<file path="config.mk">
export PLATFORM = sky130hd
export DESIGN_NAME = agu_pipe
export DESIGN_NICKNAME = d
export VERILOG_FILES = /design/src/rtl/agu_pipe.sv
export SDC_FILE = /design/constraint.sdc
export NUM_CORES = 1
export LEC_CHECK = 0
export BUFFER_PORTS_ARGS = -buffer_cell sky130_fd_sc_hd__buf_2
export CAP_MARGIN = 20
export CORE_MARGIN = 5
export CORE_UTILIZATION = 30
export CTS_CLUSTER_DIAMETER = 40
export CTS_CLUSTER_SIZE = 14
export DETAILED_ROUTE_END_ITERATION = 7
export PLACE_DENSITY_LB_ADDON = 0.3
export SYNTH_ARGS = -nofsm -noshare
export SYNTH_HDL_FRONTEND = slang
export SYNTH_SLANG_ARGS = --single-unit
</file>
<file path="constraint.sdc">
create_clock -name i_clk -period 6.45 [get_ports i_clk]
set_input_delay 0.3225 -clock i_clk [delete_from_list [all_inputs] [get_ports i_clk]]
set_output_delay 0.3225 -clock i_clk [all_outputs]
set_load 0.01 [all_outputs]
</file>
<file path="src/rtl/agu_pipe.sv">
// rtl/agu_pipe.sv - execute-stage address generation unit with one output register
// Computes jr/load-store/branch/jump targets, checks alignment, and keeps a sticky first-fault address.
module agu_pipe #(
  parameter int NBITS       = 32,
  parameter int IMM_BITS    = 16,
  parameter int OFFSET_BITS = 26
) (
  input  logic                   i_clk,
  input  logic                   i_reset,
  input  logic                   i_valid,
  input  logic [3:0]             i_op_code,
  input  logic [1:0]             i_size,
  input  logic [NBITS-1:0]       i_addr,
  input  logic [OFFSET_BITS-1:0] i_offset,
  input  logic                   i_stall,
  input  logic                   i_flush,
  input  logic                   i_exc_clear,
  output logic                   o_valid,
  output logic [NBITS-1:0]       o_eff_addr,
  output logic [1:0]             o_exc_code,
  output logic                   o_exc_pending,
  output logic [NBITS-1:0]       o_bad_addr
);

  localparam logic [1:0] EXC_NONE = 2'b00;
  localparam logic [1:0] EXC_LS   = 2'b01;
  localparam logic [1:0] EXC_JR   = 2'b10;
  localparam logic [1:0] EXC_ILL  = 2'b11;

  logic [NBITS-1:0] imm_ext;
  logic [NBITS-1:0] eff;
  logic [1:0]       exc;
  logic             load;
  logic             capture;

  assign imm_ext = {{(NBITS-IMM_BITS){i_offset[IMM_BITS-1]}}, i_offset[IMM_BITS-1:0]};

  always_comb begin
    eff = '0;
    exc = EXC_NONE;
    case (i_op_code)
      4'b0000: begin
        eff = i_addr;
        if (eff[1:0] != 2'b00) exc = EXC_JR;
      end
      4'b0001: begin
        eff = i_addr + imm_ext;
        // size 11 is treated as a word access
        case (i_size)
          2'b00:   exc = EXC_NONE;
          2'b01:   exc = eff[0] ? EXC_LS : EXC_NONE;
          default: exc = (eff[1:0] != 2'b00) ? EXC_LS : EXC_NONE;
        endcase
      end
      4'b0010: eff = i_addr + (imm_ext << 2);
      4'b0011: eff = {i_addr[NBITS-1:OFFSET_BITS+2], i_offset, 2'b00};
      default: begin
        eff = '0;
        exc = EXC_ILL;
      end
    endcase
  end

  assign load    = !i_flush && !i_stall;
  assign capture = load && i_valid && (exc != EXC_NONE);

  always_ff @(posedge i_clk) begin
    if (i_reset) begin
      o_valid    <= 1'b0;
      o_eff_addr <= '0;
      o_exc_code <= EXC_NONE;
    end else if (i_flush) begin
      o_valid    <= 1'b0;
      o_exc_code <= EXC_NONE;
    end else if (!i_stall) begin
      o_valid    <= i_valid;
      o_eff_addr <= eff;
      o_exc_code <= i_valid ? exc : EXC_NONE;
    end
  end

  // First fault wins unless a clear arrives with the new fault in the same cycle.
  always_ff @(posedge i_clk) begin
    if (i_reset) begin
      o_exc_pending <= 1'b0;
      o_bad_addr    <= '0;
    end else if (capture && (!o_exc_pending || i_exc_clear)) begin
      o_exc_pending <= 1'b1;
      o_bad_addr    <= eff;
    end else if (!capture && i_exc_clear) begin
      o_exc_pending <= 1'b0;
    end
  end

endmodule
</file>
# == Word-level counts from Yosys, hierarchy flattened ==
# Index checks and enable logic that the tools add are counted.
# totals
inputBits,70
output_inout_bits,68
regBits,68
wordCells,41
# op_classes
n_bitwise,2
n_mux,9
n_reduce_logical,19
n_addsub,2
eq_ne,4
# op_table
op,n
32-bit case mux with 4 select lines,1
32-bit adder,2
4-bit by 2-bit == test with 1-bit output (second input constant),2
2-bit nonzero test,4
2-bit case mux with 3 select lines,1
1-bit logical AND,5
4-bit by 1-bit == test with 1-bit output (second input constant),1
1-bit logical NOT,4
4-bit logical NOT,1
1-bit two-way mux,4
2-bit two-way mux,2
2-bit OR reduction,2
2-bit by 1-bit == test with 1-bit output (second input constant),1
2-bit logical NOT,1
1-bit NOT,2
1-bit case mux with 2 select lines,1
2-bit AND reduction,1
1-bit logical OR,1

# == Logic depth before layout (Yosys ltp) ==
# depth
depth_word,11
depth_mapped,12
mapped_depth_nobuf,12

# == Worst setup path before layout ==
# Ideal clock, no wire load.
# synth_path
path_type,input -> register
start,in i_addr[2]
end,reg o_eff_addr[22]
setup_time_ns,0.137
stages,12
slack_ns,3.823
t_arrival_ns,2.490
n_path_buf,0
t_required_ns,6.313
cell_sequence,ha_1 -> inv_1 -> fa_1 -> nor2b_1 -> o21ai_1 -> a21oi_2 -> o211ai_4 -> a21oi_2 -> nor2_1 -> a221o_1 -> a222oi_1 -> a211oi_1
# synth_via
elab_chain_len,2
elab_cells_between_ends,3
cone_classes,2 x add/sub; 1 x mux
# synth_lines
element,line_no,rtl
start: declaration,13,"input logic [NBITS-1:0] i_addr,"
"32-bit adder, on equally long branches","55, 47",
32-bit case mux with 4 select lines *,41,case (i_op_code)
end signal: assignment,70,o_eff_addr <= '0;
end signal: assignment,77,o_eff_addr <= eff;
end: declaration,19,"output logic [NBITS-1:0] o_eff_addr,"
# Mark *: on every way between the ends. The rest lies on a longest branch, timed or not.
# A chain may end at the register's enable or synchronous reset.

# == Worst setup path in the final report ==
# layout_path
start,in i_offset[15]
end,reg o_bad_addr[23]
# layout_via
elab_chain_len,2
elab_cells_between_ends,3
cone_classes,2 x add/sub; 1 x mux
# layout_lines
element,line_no,rtl
start: declaration,14,"input logic [OFFSET_BITS-1:0] i_offset,"
"32-bit adder, on equally long branches","55, 47",
32-bit case mux with 4 select lines *,41,
end signal: assignment,86,o_bad_addr <= '0;
end signal: assignment,89,o_bad_addr <= eff;
end: declaration,22,output logic [NBITS-1:0] o_bad_addr
# Marked as above.

==> summary.txt <==
Route
  • TritonRoute pass-1 iters: 6
  • Vias/cell: 5.41
  • Antenna viol nets, final: 0
  • Total Routed Length: 20,900 um
  • Vias post-DR: 6,241
  • Number of DRC markers in iteration 0: 424
  • Routed length per placed instance: 18.1 um
  • Number of design rule violations left after detail routing: 0

Clock network
  • CTS root buf: clkbuf_16
  • Post-CTS Repair Setup Buffers: 0
  • H-tree depth reported by CTS: 3
  • Clk buf depth: 2
  • Worst-Skew Late Latency: 0.32 ns
  • Number of gates given a new drive strength after cts: 0
  • Inserted Clock Buffers: 9
  • Hold-fix buffer count after cts: 0
  • Clock sink count: 68
  • Clock-pin slew of the registers on the worst-case setup and hold paths: 0.05 ns
  • CTS tree: done

Die
  • Die width: 150 um
  • Top Ports: 138
  • Overall die height: 150 um
  • Full die area: 22,600 um2
  • Row count: 51
  • Starting density of the core: 0.304
  • Core area: 19,500 um2

Final layout
  • Number of fill cells: 2,078
  • Post-route core utilization: 0.365
  • Area grow syn2layout: 20.1%
  • Most common library cell in the layout ignoring fill and taps: buf_2
  • Share of post-route cells with drive strength above 1: 0.217
  • Final non-filler cell area: 7100 um2
  • Leading cell types in the layout, fill and taps excluded: buf_2 (137), nor2_1 (101), nand2_1 (71), dfxtp_1 (68), a21oi_1 (66)
  • Post-layout nets: 1,001
  • Antenna fix cells: 0

Worst setup path
  • R2r worst-path depth: 4
  • R2r startpoint: o_exc_pending$_SDFFE_PP0P_
  • Startpoint kind of the worst setup timing path: primary input
  • Critical path capture point type: register
  • Crit path max fanout: 18
  • Critical Setup Path Class: in -> reg
  • Endpoint arrival time on the critical path: 3.41 ns
  • Internal reg-to-reg setup slack: 4.62 ns
  • Capture instance of the worst register-to-register path: o_bad_addr[24]$_SDFFE_PP0P_
  • Req. time, crit path: 6.61 ns

Timing
  • Setup repair after global routing missed its margin: false
  • Maximum operating frequency: 308 MHz
  • Tmin final: 3.25 ns
  • Final clock period utilization by the worst path: 0.504
  • Max-slew violation total from the final report: 0
  • Setup WS post-layout: 3.20 ns
  • Worst Max-Slew Pin Slew: 1.04 ns
  • Clock tree skew after final layout: 0.00271 ns
  • Setup TNS: 0 ns
  • Worst rel slew slack: 0.303
  • Hold violation total from the final report: 0
  • Number of setup violations in the final report: 0

Min path
  • Number of cells traversed by the worst hold path: 2
  • Hold EP: o_valid$_SDFFE_PP0N_
  • Worst Hold Launch: i_flush
  • Path type of the worst min-delay path: in -> reg

Global routing
  • GRT Resource Usage Total: 0.179
  • Pin count of the biggest net entering global routing: 72
  • Grt total ovfl: 0
  • Vias in the first global route: 5,827
  • First-pass GRT wire length: 32,000 um
  • Antenna violations before repair: 1

Synthesis
  • Top flip-flop cell by instance count after synthesis: dfxtp_1
  • Cell types with the largest area share after synthesis: dfxtp_1 (23%), ha_1 (9.7%), nor2_1 (6.5%), a21oi_1 (5.6%), a211oi_1 (4.6%)
  • FFs w/ async S/R, synth: 0
  • Synthesized net count: 894
  • Yosys Warn Count: 0
  • Number of flops mapped to enable cells by yosys: 0
  • Number of standard cells after synthesis: 776
  • Number of distinct standard cells referenced by the synthesized netlist: 78
  • Cell type with the largest total area after synthesis: dfxtp_1
  • Post-Syn Area per Cell: 7.62 um2
  • Fraction of post-synthesis cell area in the top cell type by area: 0.230
  • Synth Register Bits: 68
  • Summed instance area of the synthesized netlist: 5920 um2
  • Register area share after synthesis: 0.230

Placement
  • Worst setup slack after placement: 2.97 ns
  • Cell area after placement: 6790 um2
  • Quantity of I/O buffers inserted on ports: 137
  • Routability Congestion: 0.901
  • Post-detail-place hpwl: 16,600 um

Power
  • Leakage power of the design: 0.00296 uW
  • NetSw: 486 uW
  • Peak ir drop on the vdd network: 0.0998 mV
  • Sequential power share: 0.314
  • Switching fraction of total power: 0.335
  • Internal power: 965 uW
  • Pwr Density: 204 nW/um2
  • Logic pwr share: 0.338
  • Power, Total: 1450 uW
  • Part of the total power dissipated in the clock network: 0.349

Flow run
  • Reported max-cap violation count: 0

Status
  • Outcome: completed
==> cell type report <==
class / instances / area, um2 / area share
multi-input cells: 642 / 4300 / 0.605
clock inverters: 3 / 43.8 / 0.00617
inverters: 20 / 75.1 / 0.0106
flip-flops and latches: 68 / 1360 / 0.192
clock buffers: 13 / 270 / 0.0380
well taps: 265 / 332 / 0.0467
repair buffers: 142 / 723 / 0.102
==> stage by stage <==
stage	std cells	hold slack, ns
after detailed placement	1137	0.447
after CTS	1153	0.246
after floorplan	776	0.401
final	1153	0.259
after global routing	1153	0.251
after global placement	1137	0.443
==> critical path, stage by stage <==
cell and delay [ns]:
buf_2 0.34, ha_1 0.46, a21o_1 0.26, a311o_1 0.43, nor2b_1 0.19, nor2_1 0.07
o2bb2ai_1 0.50, o221ai_1 0.18, a222oi_1 0.51, a211oi_1 0.14
==> layer usage <==
layer / global-route usage / part of all wire
met5: 0 / 0.00053
met1: 0.263 / 0.48
met2: 0.260 / 0.42
met4: 0.0590 / 0.026
met3: 0.0352 / 0.079
==> state kept, by name, indices dropped and copies added (netlist names) <==
signal         count
o_exc_code         2
o_bad_addr        32
o_eff_addr        32
o_valid            1
o_exc_pending      1
==> logic make-up after synthesis <==
logic type      Yosys count  synth area share
compound gates          281             0.336
simple gates            269             0.209
flops                    68             0.230
buf+inv                  66            0.0461
fa+ha+maj                48             0.104
xor+xnor                 33            0.0489
mux                      11            0.0256
==> synthesized netlist by cell type, drive strengths merged, types with 6 or more instances <==
| library cell | instances |
|---|---|
| o21bai | 6 |
| buf | 15 |
| nand3b | 6 |
| a31oi | 11 |
| o211ai | 12 |
| a211oi | 40 |
| a21o | 14 |
| a222oi | 6 |
| and3 | 6 |
| a21oi | 69 |
| nand3 | 10 |
| clkbuf | 31 |
| xnor2 | 22 |
| inv | 20 |
| nand2 | 71 |
| a311oi | 6 |
| ha | 46 |
| dfxtp | 68 |
| nor3 | 21 |
| nor2b | 10 |
| xor2 | 11 |
| and2 | 7 |
| nand2b | 11 |
| o21ai | 50 |
| or3 | 6 |
| nor2 | 102 |
| a22oi | 13 |
| nand4 | 8 |
==> power groups by stage <==
stage	combinational (uW)	clock, uW	sequential, uW
after global placement	484	0	464
after global routing	541	537	457
after CTS	486	516	455
final	490	506	455
after detailed placement	483	0	464
after floorplan	329	0	472
==> worst max path at each step <==
stage / from / endpoint / slack [ns] / cells after the start
2_1_floorplan: i_addr[2] / o_eff_addr[22]$_SDFFE_PP0P_ / 3.82 / 12
3_3_place_gp: i_offset[15] / o_bad_addr[23]$_SDFFE_PP0P_ / 2.98 / 10
3_5_place_dp: i_offset[15] / o_bad_addr[23]$_SDFFE_PP0P_ / 2.97 / 10
4_1_cts: i_offset[15] / o_bad_addr[23]$_SDFFE_PP0P_ / 3.29 / 10
5_1_grt: i_offset[15] / o_bad_addr[23]$_SDFFE_PP0P_ / 2.99 / 10
6_report: i_offset[15] / o_bad_addr[23]$_SDFFE_PP0P_ / 3.20 / 10
(Power assumes the default switching activity.)
